$ cat src/rtl/conv_row_accumulator_if.sv
`default_nettype none
// ============================================================================
// Module   : conv_row_accumulator_if
// Brief    : Partial-sum input stream and result output stream of the row
//            accumulator.
// Revision : 1.0 - initial release
// ============================================================================
interface conv_row_accumulator_if #(
    parameter int IN_W  = 18,
    parameter int OUT_W = IN_W + 4
);
    logic             in_valid;
    logic [IN_W-1:0]  in_data;
    logic             in_ready;
    logic             out_valid;
    logic             out_ready;
    logic [OUT_W-1:0] out_data;
    logic             out_partial;
    logic [7:0]       out_index;

    modport master (
        output in_valid, in_data, out_ready,
        input  in_ready, out_valid, out_data, out_partial, out_index
    );

    modport slave (
        input  in_valid, in_data, out_ready,
        output in_ready, out_valid, out_data, out_partial, out_index
    );
endinterface
`default_nettype wire

$ cat src/rtl/conv_row_accumulator.sv
`default_nettype none
// ============================================================================
// Module   : conv_row_accumulator
// Brief    : Sums ACC_LEN kernel-row partial sums into one result, with early
//            flush and a single-entry output slot.
// Revision : 1.0 - initial release
// ============================================================================
module conv_row_accumulator #(
    parameter int IN_W    = 18,
    parameter int ACC_LEN = 4,
    parameter int OUT_W   = IN_W + 4
) (
    input wire                      clk,
    input wire                      reset,
    input wire                      enable,
    input wire                      flush,
    conv_row_accumulator_if.slave   bus
);
    localparam int                 c_cnt_w     = $clog2(ACC_LEN);
    localparam logic [c_cnt_w-1:0] c_last_beat = c_cnt_w'(ACC_LEN - 1);

    typedef enum logic [0:0] {
        ST_IDLE  = 1'b0,
        ST_ACCUM = 1'b1
    } state_t;

    state_t             r_state;
    logic [OUT_W-1:0]   r_acc;
    logic [c_cnt_w-1:0] r_beat_cnt;
    logic               r_out_valid;
    logic [OUT_W-1:0]   r_out_data;
    logic               r_out_partial;
    logic [7:0]         r_out_index;
    logic [7:0]         r_next_index;
    logic [1:0]         r_rst_sync;

    logic               w_in_ready;
    logic               w_accept;
    logic               w_last;
    logic               w_slot_free;
    logic               w_flush_emit;
    logic               w_load;
    logic [OUT_W-1:0]   w_sum;
    logic [OUT_W-1:0]   w_emit_data;

    // in_ready stays low until reset release has passed through two flops.
    always_ff @(posedge clk or negedge reset) begin
        if (!reset) begin
            r_rst_sync <= 2'b00;
        end else begin
            r_rst_sync <= {r_rst_sync[0], 1'b1};
        end
    end

    assign w_in_ready  = r_rst_sync[1] && enable &&
                         !(r_out_valid && !bus.out_ready &&
                           ((r_beat_cnt == c_last_beat) || flush));
    assign w_accept    = bus.in_valid && w_in_ready;
    assign w_last      = w_accept && (r_beat_cnt == c_last_beat);
    assign w_slot_free = !r_out_valid || bus.out_ready;
    // A flush alongside an accepted beat also covers a first beat from IDLE.
    assign w_flush_emit = !w_last && flush && enable && w_slot_free &&
                          ((r_state == ST_ACCUM) || w_accept);
    assign w_load      = w_last || w_flush_emit;
    // r_acc is zero in IDLE, so the same adder also zero-extends a first beat.
    assign w_sum       = r_acc + OUT_W'(bus.in_data);
    assign w_emit_data = w_accept ? w_sum : r_acc;

    always_ff @(posedge clk or negedge reset) begin
        if (!reset) begin
            r_state       <= ST_IDLE;
            r_acc         <= '0;
            r_beat_cnt    <= '0;
            r_out_valid   <= 1'b0;
            r_out_data    <= '0;
            r_out_partial <= 1'b0;
            r_out_index   <= 8'd0;
            r_next_index  <= 8'd0;
        end else begin
            if (w_load) begin
                r_state    <= ST_IDLE;
                r_acc      <= '0;
                r_beat_cnt <= '0;
            end else if (w_accept) begin
                r_state    <= ST_ACCUM;
                r_acc      <= w_sum;
                r_beat_cnt <= r_beat_cnt + c_cnt_w'(1);
            end

            if (w_load) begin
                r_out_valid   <= 1'b1;
                r_out_data    <= w_emit_data;
                r_out_partial <= !w_last;
                r_out_index   <= r_next_index;
                r_next_index  <= r_next_index + 8'd1;
            end else if (r_out_valid && bus.out_ready) begin
                r_out_valid   <= 1'b0;
            end
        end
    end

    assign bus.in_ready    = w_in_ready;
    assign bus.out_valid   = r_out_valid;
    assign bus.out_data    = r_out_data;
    assign bus.out_partial = r_out_partial;
    assign bus.out_index   = r_out_index;

endmodule
`default_nettype wire

$ cat src/flat_wrapper.sv
// flat-port wrapper written by rule: the top's interface ports become plain ports
module conv_row_accumulator_flat 
#(
    parameter int IN_W    = 18,
    parameter int ACC_LEN = 4,
    parameter int OUT_W   = IN_W + 4
)
  (clk, reset, enable, flush, bus_in_valid, bus_in_data, bus_out_ready, bus_in_ready, bus_out_valid, bus_out_data, bus_out_partial, bus_out_index);
  conv_row_accumulator_if #(.IN_W(IN_W), .OUT_W(OUT_W)) bus_i ();
  input wire clk;
  input wire reset;
  input wire enable;
  input wire flush;
  input wire logic [$bits(bus_i.in_valid)-1:0] bus_in_valid;
  input wire logic [$bits(bus_i.in_data)-1:0] bus_in_data;
  input wire logic [$bits(bus_i.out_ready)-1:0] bus_out_ready;
  output wire logic [$bits(bus_i.in_ready)-1:0] bus_in_ready;
  output wire logic [$bits(bus_i.out_valid)-1:0] bus_out_valid;
  output wire logic [$bits(bus_i.out_data)-1:0] bus_out_data;
  output wire logic [$bits(bus_i.out_partial)-1:0] bus_out_partial;
  output wire logic [$bits(bus_i.out_index)-1:0] bus_out_index;
  assign bus_i.in_valid = bus_in_valid;
  assign bus_i.in_data = bus_in_data;
  assign bus_i.out_ready = bus_out_ready;
  assign bus_in_ready = bus_i.in_ready;
  assign bus_out_valid = bus_i.out_valid;
  assign bus_out_data = bus_i.out_data;
  assign bus_out_partial = bus_i.out_partial;
  assign bus_out_index = bus_i.out_index;
  conv_row_accumulator #(.IN_W(IN_W), .ACC_LEN(ACC_LEN), .OUT_W(OUT_W)) u_core (.clk(clk), .reset(reset), .enable(enable), .flush(flush), .bus(bus_i));
endmodule
$ cat config.mk
export PLATFORM = sky130hd
export DESIGN_NAME = conv_row_accumulator_flat
export DESIGN_NICKNAME = d
export VERILOG_FILES = /design/src/rtl/conv_row_accumulator_if.sv /design/src/rtl/conv_row_accumulator.sv /design/src/flat_wrapper.sv
export SDC_FILE = /design/constraint.sdc
export NUM_CORES = 1
export LEC_CHECK = 0
export ABC_AREA = 1
export CORE_ASPECT_RATIO = 0.9
export CORE_MARGIN = 5
export CORE_UTILIZATION = 45
export DETAILED_ROUTE_END_ITERATION = 16
export PLACE_DENSITY = 0.79
export SLEW_MARGIN = 5
export SYNTH_ARGS = -nofsm -noshare
export SYNTH_HDL_FRONTEND = slang
export SYNTH_SLANG_ARGS = --single-unit
$ cat constraint.sdc
create_clock -name clk -period 2.7 [get_ports clk]
set_clock_uncertainty 0.1 [all_clocks]
set_input_delay 0.405 -clock clk [delete_from_list [all_inputs] [get_ports clk]]
set_output_delay 0.405 -clock clk [all_outputs]
set_load 0.03 [all_outputs]
==> out/summary.txt, run 1 <==
clock buffer depth: 2
post-DP HPWL: 7430 microns
vias in the first global route: 3590
post-CTS sizing: 0
initial core utilization: 0.455
Clk pin slew, worst setup/hold paths: 0.08 ns
crit end category: primary output
max-cap viol count: 0
Die Footprint: 0.0111 sq mm
ys flop type: dfrtp_1
unrepaired setup endpoints after global routing: no
Post-layout nets: 688
Root Buffer Master: clkbuf_8
largest cells by area after synthesis: dfrtp_1 (41%), nand2_1 (22%), ha_1 (6.1%)
final worst-path cycle share: 0.906
status: complete, no violations
WP data required: 2.19 ns
critical path's largest stage delay: 0.68 ns
ANT nets after route: 0
Port Buf Inserts: 56
CP Cell Sequence: ha_1, nor2_1, nor2_1, nor2_2, clkdlybuf4s50_1
Top Ports: 57
Synth-to-Final Area Change: 22.4%
cts hold-fix bufs: 0
overall global routing resource usage: 0.191
setup bufs post-CTS: 0
Detailed Route Iter0 Violations: 197
Max transition margin: 0.520
Vias: 3839
fmax: 0.409 GHz
peak supply drop: 492 uV
# rows: 33
Final Hold Fails: 0
DR pass1 iterations: 4
clock share of power: 0.163
Net Sw Power: 2.36 mW
CP max FO: 3
average vias per placed instance: 4.99
Syn. warnings: 0
CP arrival: 1.94 ns
flop2flop setup slack: 0.52 ns
Inserted Clock Buffers: 9
PD cells: 1050 mW/mm^2
Post-synth top cells: nand2_1 (236), dfrtp_1 (67), inv_1 (66)
core area: 0.00896 sq mm
LEAKAGE: 2.63 nW
Fin Setup TNS: 0 ns
antenna cells: 0
chip height: 100 microns
fin crit period: 2.45 ns
critical path's top delay family: buffers and inverters
cell area after technology mapping: 0.00408 sq mm
Comb power frac: 0.520
initial antenna violation count: 0
Reg power frac: 0.317
number of synthesized flops with an enable pin: 0
share of the synthesized area in the top cell type: 0.411
Worst setup SP type: flop
most common cell in the netlist: nand2_1
register bit total from synthesis: 67
WP buf/inv: 1
Yosys cell types: 28
Routed WL per cell: 12.8 microns
transition time of the tightest slew-check pin: 0.719 ns
Syn Nets: 625
share of cells above drive strength 1: 0.0586
Die Width: 110 microns
post-synthesis instance total: 580
Post-Route WL: 9820 microns
dominant cell type by area after synthesis: dfrtp_1
Int Pwr: 2.87 mW
H-tree depth: 3
fillcell total: 855
Hold WC Path Type: input port to asynchronous set/reset pin
register area share after synthesis: 0.411
GRT Residual Overflow: 0
first-pass GRT wire length: 16700 microns
worst setup path category: flop to primary output
DRC Markers: 0
clock sink count: 67
sw frac: 0.451
worst skew pair latency: 0.34 ns
Synth Area per Inst: 7.03 sq um
largest net degree at the start of global routing: 36
slowest library cell on the worst path: clkdlybuf4s50_1
Slew Limit Fails: 0
CTS tree: yes
Async SR Flop Fraction: 1.00
routability cong.: 0.931
Worst Hold Slack: 0.0138 ns
Critical Path Most Common Cell: nor2_1
final setup fails: 0
## power by group through the flow
stage	sequential [mW]	combinational, mW	clock [mW]
2_1_floorplan	2.02	1.45	0
6_report	1.66	2.71	0.852
4_1_cts	1.66	2.72	0.875
5_1_grt	1.71	3.04	0.925
3_3_place_gp	1.66	2.64	0
3_5_place_dp	1.67	2.70	0
## cell usage in the layout, fill, tap and decap left out, types with 4 or more instances in the layout
| cell | instances |
|---|---|
| clkdlybuf4s50_1 | 55 |
| nor2_1 | 44 |
| xor2_1 | 6 |
| nand2_1 | 236 |
| buf_4 | 9 |
| ha_1 | 20 |
| clkbuf_8 | 9 |
| xnor2_1 | 4 |
| inv_1 | 66 |
| nand3_1 | 34 |
| or2_2 | 4 |
| nor3_1 | 4 |
| nand3b_1 | 8 |
| o21ai_0 | 25 |
| nand4_1 | 7 |
| a21oi_1 | 22 |
| and2_1 | 5 |
| dfrtp_1 | 67 |
## path summary, 6_finish.rpt
kind                                                  start                                  end  cells past startpoint
setup / recovery           u_core.r_beat_cnt[0]$_DFFE_PN0P_                         bus_in_ready                      5
hold / removal                                        reset  u_core.bus.out_data[20]$_DFFE_PN0P_                      1
setup reg to reg                  u_core.r_acc[0]$_DFF_PN0_  u_core.bus.out_data[14]$_DFFE_PN0P_                     13
hold reg to reg              u_core.r_rst_sync[0]$_DFF_PN0_       u_core.r_rst_sync[1]$_DFF_PN0_                      0
max in group asynchronous                             reset   u_core.r_next_index[4]$_DFFE_PN0P_                      2
min in group clk             u_core.r_rst_sync[0]$_DFF_PN0_       u_core.r_rst_sync[1]$_DFF_PN0_                      0
## through the flow
step           setup slack (ns)  utilization  std cells  total power, mW  cell area [sq um]
2_1_floorplan             0.575            -        580             3.47               4080
3_3_place_gp             0.0864        0.535        754             4.31               4790
3_5_place_dp             0.0426        0.535        754             4.37               4790
4_1_cts                   0.223        0.557        770             5.25               4990
5_1_grt                   0.158        0.557        770             5.68               4990
6_report                  0.253        0.557        770             5.22               4990
## registers in the layout, summed over array words and instances, names as in the netlist
name	count
u_core.r_beat_cnt	2
u_core.r_acc	22
u_core.r_rst_sync	2
u_core.r_next_index	8
u_core.bus.out_index	8
u_core.bus.out_partial	1
u_core.r_state	1
u_core.bus.out_valid	1
u_core.bus.out_data	22
## logic make-up after synthesis
kind of cell    after synthesis  synth area share
simple gates                348             0.354
buf+inv                      83            0.0835
flops                        67             0.411
compound gates               50            0.0623
fa+ha+maj                    21            0.0663
xor+xnor                     10            0.0215
other cells                   1          0.000920
## final cells by class
class                           count  area [sq um]  share of cell area
Sequential cell                    67          1680               0.336
Clock inverter                      6          72.6              0.0145
Multi-Input combinational cell    430          2060               0.412
Clock buffer                       10           128              0.0256
Inverter                           69           259              0.0519
Tap cell                          122           153              0.0306
Timing Repair Buffer               66           643               0.129
## layer usage
layer | vias to the layer above | GRT usage | wire [microns]
li1 | 1933 | - | -
met1 | 1809 | 0.272 | 4510
met2 | 85 | 0.292 | 4540
met3 | 12 | 0.0489 | 662
met4 | 0 | 0.0445 | 110
met5 | - | 0 | 0
Power figures use the tool's default switching activity.
==> run 2: changes to the inputs <==
- MAX_ROUTING_LAYER: unset -> met4
==> out/summary.txt, run 2 (synthesized netlist as in run 1, its figures left out) <==
CP max FO: 3
initial core utilization: 0.455
largest net degree at the start of global routing: 36
Routed WL per cell: 13.2 microns
fmax: 0.396 GHz
Comb power frac: 0.518
most frequent cells in the layout: nand2_1 (236), dfrtp_1 (67), inv_1 (66)
min-delay src: u_core.r_rst_sync[0]$_DFF_PN0_
Final Hold Fails: 0
clock sink count: 67
core area: 0.00896 sq mm
multi-input logic area: 0.00206 sq mm
GRT Residual Overflow: 0
fillcell total: 813
CTS tree: yes
Hold WC Path Type: flop to flop
Reg power frac: 0.317
LEAKAGE: 2.62 nW
overall global routing resource usage: 0.206
Die Width: 110 microns
share of cells above drive strength 1: 0.0556
crit end category: primary output
ANT nets after route: 0
Port Buf Inserts: 56
Power, Total: 5.25 mW
post-DP HPWL: 7640 microns
WP data required: 2.19 ns
FF/Latch Area: 0.00168 sq mm
most common cell after layout, fill and taps aside: nand2_1
H-tree depth: 3
Post-Route WL: 10200 microns
routability cong.: 0.996
DRC Markers: 0
fin area: 0.00499 sq mm
fin crit period: 2.52 ns
cts hold-fix bufs: 1
post-CTS sizing: 0
vias in the first global route: 3809
Clk pin slew, worst setup/hold paths: 0.07 ns
Synth-to-Final Area Change: 22.4%
worst setup path category: flop to primary output
setup bufs post-CTS: 0
unrepaired setup endpoints after global routing: no
initial antenna violation count: 0
Top Ports: 57
peak supply drop: 677 uV
DR pass1 iterations: 4
clock share of power: 0.165
Detailed Route Iter0 Violations: 179
chip height: 100 microns
final setup fails: 0
Int Pwr: 2.88 mW
status: complete, no violations
first-pass GRT wire length: 17400 microns
Final Non-Filler Cells: 769
Worst setup SP type: flop
area post-placement: 0.00477 sq mm
crit path launch: u_core.r_beat_cnt[0]$_DFFE_PN0P_
Post-layout nets: 687
Slew Limit Fails: 0
average vias per placed instance: 4.98
Root Buffer Master: clkbuf_8
max-cap viol count: 0
Die Footprint: 0.0111 sq mm
Max transition margin: 0.651
PD cells: 1050 mW/mm^2
sw frac: 0.450
Fin Setup TNS: 0 ns
cell count after placement: 752
antenna cells: 0
Inserted Clock Buffers: 9
clock buffer depth: 2
Net Sw Power: 2.36 mW
worst skew pair latency: 0.36 ns
Vias: 3826
# rows: 33
final worst-path cycle share: 0.934
CP arrival: 2.02 ns
Worst R2R Start: u_core.r_beat_cnt[0]$_DFFE_PN0P_
Layout Utilization: 0.557
transition time of the tightest slew-check pin: 0.524 ns
-- run 2: critical path, stage by stage, from the launching register on --
cell and delay [ns]:
dfrtp_1 0.40, ha_1 0.24, nor2_1 0.15, nor2_1 0.07, nor2_2 0.12, clkdlybuf4s50_1 0.69
-- run 2: cell type report --
type	instances	share of cell area
timing repair buffer	65	0.128
multi-input combinational	430	0.413
tap	122	0.0306
sequential	67	0.336
clock buffer	11	0.0283
clock inverter	5	0.0123
inverter	69	0.0519
-- run 2: power by group through the flow --
stage               Combinational (mW)  Clock [mW]  Sequential (mW)
finish                            2.71       0.866             1.66
global route                      3.04       0.940             1.71
CTS                               2.72       0.888             1.66
detailed placement                2.70           0             1.67
global placement                  2.64           0             1.66
floorplan                         1.45           0             2.02
-- run 2: final timing paths --
kind	endpoint	cells past startpoint	slack [ns]
worst max-delay path	bus_in_ready	5	0.18
worst min-delay path	u_core.r_rst_sync[1]$_DFF_PN0_	0	0.25
worst max register to register	u_core.bus.out_data[3]$_DFFE_PN0P_	11	0.44
worst min register to register	u_core.r_rst_sync[1]$_DFF_PN0_	0	0.25
max in group asynchronous	u_core.r_beat_cnt[0]$_DFFE_PN0P_	3	1.29
min in group asynchronous	u_core.bus.out_index[5]$_DFFE_PN0P_	2	0.46
-- run 2: stage by stage --
step | setup WS, ns | hold slack (ns)
2_1_floorplan | 0.575 | 0.00941
3_3_place_gp | 0.0873 | 0.232
3_5_place_dp | 0.0445 | 0.242
4_1_cts | 0.148 | 0.260
5_1_grt | 0.0934 | 0.265
6_report | 0.177 | 0.253
-- run 2: per-layer routing --
layer / track usage / wire length, microns / vias up
li1: - / - / 1934
met4: 0.0710 / 181 / 0
met3: 0.0392 / 678 / 19
met5: - / 0 / -
met1: 0.278 / 4620 / 1777
met2: 0.312 / 4680 / 96
==> run 3: changes to the inputs <==
- CTS_CLUSTER_SIZE: unset -> 10
==> results of run 3 <==
No change in the layout: final DEF, timing and power equal those of run 2.
